==> src/rtl/digit_serial_loop_pkg.sv <==
// Shared definitions for the digit-serial ALU loop.
// Holds the command and FSM state enums and the default word geometry.
package digit_serial_loop_pkg;

  localparam int DIGIT_W_DEF    = 4;
  localparam int NUM_DIGITS_DEF = 8;

  typedef enum logic [2:0] {
    CMD_ADD   = 3'd0,
    CMD_SUB   = 3'd1,
    CMD_AND   = 3'd2,
    CMD_OR    = 3'd3,
    CMD_XOR   = 3'd4,
    CMD_LSHFT = 3'd5,
    CMD_RSHFT = 3'd6
  } alu_cmd_e;

  typedef enum logic [1:0] {
    ST_IDLE = 2'd0,
    ST_RUN  = 2'd1,
    ST_DONE = 2'd2
  } state_e;

endpackage

==> src/rtl/digit_serial_loop_if.sv <==
// Request/response bundle of digit_serial_loop.
//   master : drives start, cmd, inc_mode, last_idx, carry_in, word1, word2
//            and observes ready, busy, done, result, carry_out
//   slave  : the loop itself (mirror image of master)
interface digit_serial_loop_if
  import digit_serial_loop_pkg::*;
#(
  parameter int DIGIT_W    = DIGIT_W_DEF,
  parameter int NUM_DIGITS = NUM_DIGITS_DEF,
  parameter int IDX_W      = $clog2(NUM_DIGITS)
) ();

  localparam int WORD_W = DIGIT_W * NUM_DIGITS;

  logic              start;
  logic              ready;
  alu_cmd_e          cmd;
  logic              inc_mode;
  logic [IDX_W-1:0]  last_idx;
  logic              carry_in;
  logic [WORD_W-1:0] word1;
  logic [WORD_W-1:0] word2;
  logic              busy;
  logic              done;
  logic [WORD_W-1:0] result;
  logic              carry_out;

  modport master (
    output start, cmd, inc_mode, last_idx, carry_in, word1, word2,
    input  ready, busy, done, result, carry_out
  );

  modport slave (
    input  start, cmd, inc_mode, last_idx, carry_in, word1, word2,
    output ready, busy, done, result, carry_out
  );

endinterface

==> src/rtl/digit_alu.sv <==
// Combinational single-digit ALU used by digit_serial_loop.
//   cmd   : operation selector
//   d1,d2 : operand digits (d2 is also the shift source)
//   c_in  : incoming carry / shift fill bit
//   d_out : result digit
//   c_out : outgoing carry / borrow-free flag / shifted-out bit
module digit_alu
  import digit_serial_loop_pkg::*;
#(
  parameter int DIGIT_W = DIGIT_W_DEF
) (
  input  alu_cmd_e           cmd,
  input  logic [DIGIT_W-1:0] d1,
  input  logic [DIGIT_W-1:0] d2,
  input  logic               c_in,
  output logic [DIGIT_W-1:0] d_out,
  output logic               c_out
);

  logic [DIGIT_W:0] sum;

  always_comb begin
    // NOTE: defaults first so every path assigns every output; a missing
    // assignment in some branch would otherwise infer a latch.
    sum   = '0;
    d_out = '0;
    c_out = 1'b0;
    unique case (cmd)
      CMD_ADD: begin
        sum   = {1'b0, d1} + {1'b0, d2} + {{DIGIT_W{1'b0}}, c_in};
        d_out = sum[DIGIT_W-1:0];
        c_out = sum[DIGIT_W];
      end
      CMD_SUB: begin
        // Two's-complement subtract: carry out of 1 means no borrow.
        sum   = {1'b0, d1} + {1'b0, ~d2} + {{DIGIT_W{1'b0}}, c_in};
        d_out = sum[DIGIT_W-1:0];
        c_out = sum[DIGIT_W];
      end
      CMD_AND:   d_out = d1 & d2;
      CMD_OR:    d_out = d1 | d2;
      CMD_XOR:   d_out = d1 ^ d2;
      CMD_LSHFT: begin
        d_out = {d2[DIGIT_W-2:0], c_in};
        c_out = d2[DIGIT_W-1];
      end
      CMD_RSHFT: begin
        d_out = {c_in, d2[DIGIT_W-1:1]};
        c_out = d2[0];
      end
      default: ;
    endcase
  end

endmodule

==> src/rtl/digit_serial_loop.sv <==
// Digit-serial ALU: processes one DIGIT_W-bit digit per clock over digits
// 0..last_idx (RSHFT walks downward), carrying between digits in a register.
//   clk, rst_n : clock, asynchronous active-low reset
//   bus        : request/response bundle (slave side), see digit_serial_loop_if
module digit_serial_loop
  import digit_serial_loop_pkg::*;
#(
  parameter int DIGIT_W    = DIGIT_W_DEF,
  parameter int NUM_DIGITS = NUM_DIGITS_DEF,
  parameter int IDX_W      = $clog2(NUM_DIGITS)
) (
  input  logic               clk,
  input  logic               rst_n,
  digit_serial_loop_if.slave bus
);

  localparam int               WORD_W  = DIGIT_W * NUM_DIGITS;
  localparam logic [IDX_W-1:0] MAX_IDX = IDX_W'(NUM_DIGITS - 1);

  // Operation captured at accept; later input changes cannot disturb a run.
  typedef struct packed {
    alu_cmd_e          cmd;
    logic              inc;
    logic [IDX_W-1:0]  last;
    logic [WORD_W-1:0] w1;
    logic [WORD_W-1:0] w2;
  } op_t;

  state_e            state_q, state_d;
  op_t               op_q, op_d;
  logic [IDX_W-1:0]  idx_q, idx_d;
  logic [WORD_W-1:0] result_q, result_d;
  logic              carry_q, carry_d;

  logic              accept;
  logic              run_end;
  logic [IDX_W-1:0]  last_clamped;
  logic [DIGIT_W-1:0] d1, d2, alu_d;
  logic              alu_c;

  assign accept       = bus.start && (state_q != ST_RUN);
  assign last_clamped = ({1'b0, bus.last_idx} >= (IDX_W+1)'(NUM_DIGITS)) ? MAX_IDX : bus.last_idx;

  assign d1 = op_q.w1[int'(idx_q)*DIGIT_W +: DIGIT_W];
  assign d2 = op_q.w2[int'(idx_q)*DIGIT_W +: DIGIT_W];

  digit_alu #(.DIGIT_W(DIGIT_W)) u_alu (
    .cmd   (op_q.cmd),
    .d1    (d1),
    .d2    (d2),
    .c_in  (carry_q),
    .d_out (alu_d),
    .c_out (alu_c)
  );

  // Last digit of this run: natural end of the walk, or an increment whose
  // carry has died out above digit 0.
  always_comb begin
    run_end = (op_q.cmd == CMD_RSHFT) ? (idx_q == '0) : (idx_q == op_q.last);
    if (op_q.inc && (op_q.cmd == CMD_ADD) && !alu_c && (idx_q != '0)) run_end = 1'b1;
  end

  // Next-state logic.
  always_comb begin
    state_d = state_q;
    unique case (state_q)
      ST_IDLE: if (accept) state_d = ST_RUN;
      ST_RUN:  if (run_end) state_d = ST_DONE;
      ST_DONE: state_d = accept ? ST_RUN : ST_IDLE;
      default: state_d = ST_IDLE;
    endcase
  end

  // Datapath: operand capture, preload on accept, one digit per RUN cycle.
  always_comb begin
    op_d     = op_q;
    idx_d    = idx_q;
    result_d = result_q;
    carry_d  = carry_q;
    if (accept) begin
      op_d     = '{cmd: bus.cmd, inc: bus.inc_mode, last: last_clamped,
                   w1: bus.word1, w2: bus.word2};
      idx_d    = (bus.cmd == CMD_RSHFT) ? last_clamped : '0;
      result_d = (bus.cmd == CMD_LSHFT || bus.cmd == CMD_RSHFT) ? bus.word2 : bus.word1;
      carry_d  = (bus.cmd == CMD_SUB) ? ~bus.carry_in : bus.carry_in;
    end else if (state_q == ST_RUN) begin
      result_d[int'(idx_q)*DIGIT_W +: DIGIT_W] = alu_d;
      carry_d = alu_c;
      if (!run_end) idx_d = (op_q.cmd == CMD_RSHFT) ? idx_q - 1'b1 : idx_q + 1'b1;
    end
  end

  // NOTE: sequential state uses non-blocking (<=) so every flop samples the
  // pre-edge value of every other flop regardless of block ordering.
  always_ff @(posedge clk or negedge rst_n) begin
    if (!rst_n) begin
      state_q  <= ST_IDLE;
      idx_q    <= '0;
      result_q <= '0;
      carry_q  <= 1'b0;
    end else begin
      state_q  <= state_d;
      idx_q    <= idx_d;
      result_q <= result_d;
      carry_q  <= carry_d;
    end
  end

  // NOTE: the operand register has no reset: it is always written at accept
  // before anything reads it, so resetting it would only cost reset routing.
  always_ff @(posedge clk) begin
    op_q <= op_d;
  end

  // Outputs.
  always_comb begin
    bus.ready     = (state_q != ST_RUN);
    bus.busy      = (state_q == ST_RUN);
    bus.done      = (state_q == ST_DONE);
    bus.result    = result_q;
    bus.carry_out = carry_q;
  end

endmodule

==> src/flat_wrapper.sv <==
// flat-port wrapper written by rule: the top's interface ports become plain ports
module digit_serial_loop_flat import digit_serial_loop_pkg::*;
#(
  parameter int DIGIT_W    = DIGIT_W_DEF,
  parameter int NUM_DIGITS = NUM_DIGITS_DEF,
  parameter int IDX_W      = $clog2(NUM_DIGITS)
)
  (clk, rst_n, bus_start, bus_cmd, bus_inc_mode, bus_last_idx, bus_carry_in, bus_word1, bus_word2, bus_ready, bus_busy, bus_done, bus_result, bus_carry_out);
  digit_serial_loop_if #(.DIGIT_W(DIGIT_W), .NUM_DIGITS(NUM_DIGITS), .IDX_W(IDX_W)) bus_i ();
  input  logic clk;
  input  logic rst_n;
  input wire logic [$bits(bus_i.start)-1:0] bus_start;
  input wire logic [$bits(bus_i.cmd)-1:0] bus_cmd;
  input wire logic [$bits(bus_i.inc_mode)-1:0] bus_inc_mode;
  input wire logic [$bits(bus_i.last_idx)-1:0] bus_last_idx;
  input wire logic [$bits(bus_i.carry_in)-1:0] bus_carry_in;
  input wire logic [$bits(bus_i.word1)-1:0] bus_word1;
  input wire logic [$bits(bus_i.word2)-1:0] bus_word2;
  output wire logic [$bits(bus_i.ready)-1:0] bus_ready;
  output wire logic [$bits(bus_i.busy)-1:0] bus_busy;
  output wire logic [$bits(bus_i.done)-1:0] bus_done;
  output wire logic [$bits(bus_i.result)-1:0] bus_result;
  output wire logic [$bits(bus_i.carry_out)-1:0] bus_carry_out;
  assign bus_i.start = bus_start;
  assign bus_i.cmd = bus_cmd;
  assign bus_i.inc_mode = bus_inc_mode;
  assign bus_i.last_idx = bus_last_idx;
  assign bus_i.carry_in = bus_carry_in;
  assign bus_i.word1 = bus_word1;
  assign bus_i.word2 = bus_word2;
  assign bus_ready = bus_i.ready;
  assign bus_busy = bus_i.busy;
  assign bus_done = bus_i.done;
  assign bus_result = bus_i.result;
  assign bus_carry_out = bus_i.carry_out;
  digit_serial_loop #(.DIGIT_W(DIGIT_W), .NUM_DIGITS(NUM_DIGITS), .IDX_W(IDX_W)) u_core (.clk(clk), .rst_n(rst_n), .bus(bus_i));
endmodule
==> config.mk <==
export PLATFORM = sky130hd
export DESIGN_NAME = digit_serial_loop_flat
export DESIGN_NICKNAME = d
export VERILOG_FILES = /design/src/rtl/digit_serial_loop_pkg.sv /design/src/rtl/digit_serial_loop_if.sv /design/src/rtl/digit_alu.sv /design/src/rtl/digit_serial_loop.sv /design/src/flat_wrapper.sv
export SDC_FILE = /design/constraint.sdc
export NUM_CORES = 1
export LEC_CHECK = 0
export BUFFER_PORTS_ARGS = -buffer_cell sky130_fd_sc_hd__buf_2
export CORE_UTILIZATION = 56
export CTS_BUF_LIST = sky130_fd_sc_hd__clkbuf_16
export CTS_CLUSTER_SIZE = 10
export DETAILED_ROUTE_END_ITERATION = 8
export HOLD_SLACK_MARGIN = 0.06
export PLACE_DENSITY = 0.81
export SYNTH_ARGS = -nofsm -noshare
export SYNTH_HDL_FRONTEND = slang
export SYNTH_SLANG_ARGS = --single-unit
==> constraint.sdc <==
create_clock -name clk -period 5.1 [get_ports clk]
set_input_delay 1.275 -clock clk [delete_from_list [all_inputs] [get_ports clk]]
set_output_delay 1.275 -clock clk [all_outputs]
set_load 0.005 [all_outputs]
==> metrics.md <==
| Metric | Value |
|---|---|
| Distinct cells, synth | `64` |
| Final min period | `4020 ps` |
| CTS Buf Count | `9` |
| CTS tree | `yes` |
| Final estimated routing congestion in global placement | `0.877` |
| RSZ-0062 raised after global routing | `false` |
| Met3 GRT Util | `0.0651` |
| Vias | `4472` |
| Layout Cells excl Fill | `720` |
| Largest net degree at the start of global routing | `75` |
| DR iter-0 viols | `414` |
| Final hold violation count | `0` |
| Gr usage total | `0.303` |
| Top-count cell post-synth | `edfxtp_1` |
| Htree depth | `3` |
| Worst-path cell chain | `buf_4, nor2_1, a22oi_1, and3_1, inv_1, fa_1, nor2b_1, o311ai_0, o21ai_0, a21oi_1, o221ai_1` |
| Worst Path Max Fanout | `20` |
| Combinational share of power | `0.499` |
| Critical path launch point type | `register` |
| Post-Syn Area | `5680 sq um` |
| Worst path max stage delay | `840 ps` |
| Max Root-Sink Buffers | `2` |
| Hold path cells | `1` |
| # port buffers | `110` |
| Slowest-stage cell, CP | `dfrtp_1` |
| Final Slew Violations | `0` |
| Antenna viol nets, final | `0` |
| Clock root buffer | `clkbuf_16` |
| CP required | `5290 ps` |
| Met2 usage | `0.469` |
| Fin util | `0.674` |
| Worst Hold Path EP | `u_core.state_q[0]$_DFFE_PN0P_` |
| Predominant post-synthesis flop cell | `edfxtp_1` |
| Die Width | `103 um` |
| Site Rows | `36` |
| Clk slew on worst S/H paths | `70 ps` |
| Fraction of registers with async set/reset | `0.349` |
| Seq pwr share | `0.343` |
| Area leader, netlist | `edfxtp_1` |
| Vias per inst | `6.21` |
| Clk pwr share | `0.158` |
| DP Cell Count | `704` |
| Crit. End Element | `register` |
| Number of remaining DRC errors | `0` |
| Post-synth EDFFs | `71` |
| Final net count | `675` |
| Crit Reg-Reg Endpoint | `u_core.bus.result[12]$_DFFE_PN0P_` |
| Post-DP HPWL | `10.9 mm` |
| Fmax | `249 MHz` |
| GRT Residual Overflow | `0` |
| Number of synthesized register bits | `109` |
| Met1 usage | `0.403` |
| IO Pins | `111` |
| VDD IR max | `404 uV` |
| Outcome | `finished, final reports clean` |
| Clock skew | `4.98 ps` |
| Final WL | `15.0 mm` |
| Share of the synthesized area in the top cell type | `0.375` |
| Worst Reg-to-Reg Cells | `11` |
| Layout cell share with drive strength beyond 1 | `0.262` |
| Hold_buf cts | `0` |
| Synth warn | `0` |
| Worst-Skew Late Latency | `350 ps` |
| GR peak layer | `met2` |
| Seq/Total Area, Yosys | `0.542` |
| Vias in the first global route | `4473` |
| PwrDens | `663 nW/um^2` |
| Int Power | `0.00256 W` |
| Final setup fails | `0` |
| PostCTS Resize Cnt | `0` |
| Final period utilization | `0.788` |
| Hold slack | `495 ps` |
| Core box area | `9820 sq um` |
| Die Ht | `103 um` |
| Syn Area/Cell | `11.8 sq um` |
| Crit path DAT | `4210 ps` |
| Starting Density | `0.579` |
| Die ar. | `10600 sq um` |
| Hold/Removal Path Class | `reg2reg` |
| Post-Synthesis Cells | `480` |
| Worst-Margin Slew | `940 ps` |
| Slew headroom | `0.373` |
| Max-Cap Viols | `0` |
| Worst reg-to-reg setup slack | `1080 ps` |
| Clock sinks | `109` |
| Post-CTS Setup Repair Bufs | `0` |
| Crit path kind | `reg2reg` |
| Leak | `2.76 nW` |
| Initial antenna violation count | `0` |
| Sw frac | `0.416` |
| Sw power | `0.00183 W` |
| First-pass GRT wire length | `23.1 mm` |
| Hold path startpoint | `u_core.state_q[0]$_DFFE_PN0P_` |
| Net count after synthesis | `573` |
| Total negative slack | `0 ps` |
| Drt wl/cell | `20.8 um` |
| First-pass iteration count of the detailed router | `5` |
| Post-synth top cells | `71 x edfxtp_1, 54 x nand2_1, 38 x dfrtp_1, 36 x nor2_1, 35 x mux2i_1` |
| ANT cells | `0` |
| Critical R2R Launch | `u_core.idx_q[0]$_DFFE_PN0P_` |
| Layout area overhead | `16.5%` |
| Synth area leaders | `edfxtp_1 38%, dfrtp_1 17%, mux2i_1 6.2%` |
final cells by class:
cell class	count	area, sq um
multi-input cells	323	2390
flip-flops and latches	109	3080
inverters	22	85.1
repair buffers	117	603
clock inverters	7	66.3
fillers	783	3200
clock buffers	9	225
well taps	133	166
flip-flops by register name (all words and copies together), names as in the netlist:
name and flops:
u_core.state_q 2, u_core.idx_q 3, u_core.bus.carry_out 1, u_core.bus.result 32, u_core.op_q 71
placed cells by master, fill, tap and decap left out, types with 6 or more instances in the layout:
cell type  instances
buf_2            110
edfxtp_1          71
nand2_1           54
dfrtp_1           38
nor2_1            36
mux2i_1           35
inv_1             22
nand3_1           14
nor3_1            14
ha_1              13
nor2b_1           12
a32o_1            11
a31oi_1           11
a221oi_1          10
clkbuf_16          9
mux4_2             8
o21ai_0            8
a22oi_1            7
buf_4              7
and2_1             6
a21oi_1            6
o221ai_1           6
power by group through the flow:
stage	clock [W]	combinational [W]	sequential [W]
6_report	0.000695	0.00219	0.00150
5_1_grt	0.000732	0.00241	0.00153
4_1_cts	0.000699	0.00216	0.00150
3_5_place_dp	0	0.00215	0.00151
3_3_place_gp	0	0.00205	0.00150
2_1_floorplan	0	0.00158	0.00141
worst max path at each step:
stage                           startpoint                                end  slack (ps)  depth (start not counted)
3_3_place_gp   u_core.idx_q[0]$_DFFE_PN0P_  u_core.bus.result[17]$_DFFE_PN0P_        1370                         14
2_1_floorplan                    bus_start  u_core.bus.result[13]$_DFFE_PN0P_         690                          5
6_report       u_core.idx_q[0]$_DFFE_PN0P_  u_core.bus.result[12]$_DFFE_PN0P_        1080                         11
4_1_cts        u_core.idx_q[0]$_DFFE_PN0P_  u_core.bus.result[12]$_DFFE_PN0P_        1140                         11
5_1_grt        u_core.idx_q[0]$_DFFE_PN0P_  u_core.bus.result[12]$_DFFE_PN0P_         870                         11
3_5_place_dp   u_core.idx_q[0]$_DFFE_PN0P_  u_core.bus.result[12]$_DFFE_PN0P_        1160                         11
stage by stage:
step | setup slack [ps] | cell area (sq um) | power [W]
after floorplan | 690 | 5680 | 0.00299
after global placement | 1370 | 6330 | 0.00355
after detailed placement | 1160 | 6330 | 0.00366
after CTS | 1140 | 6620 | 0.00436
after global routing | 875 | 6620 | 0.00467
final | 1080 | 6620 | 0.00439
critical path: cells and delay by family, from the launching register on:
family,cells,cell delay [ps]
compound gates,5,1590
fa+ha+maj,1,460
buf+inv,2,420
flops,1,840
simple gates,3,530
logic make-up after synthesis:
logic type / synth area share
and+or+nand+nor: 0.143
xor gates and xnor gates: 0.00925
AOI/OAI and AO/OA: 0.122
DFF: 0.542
adders and majority gates: 0.0462
buffers and inverters: 0.0387
muxes: 0.0980
routing by layer:
metal | vias to the layer above | routed length, um
met5 | - | 0
met3 | 37 | 1250
met4 | 0 | 480
met2 | 235 | 7250
li1 | 2009 | -
met1 | 2191 | 6010
No activity file was read; power rests on OpenSTA's default activity.
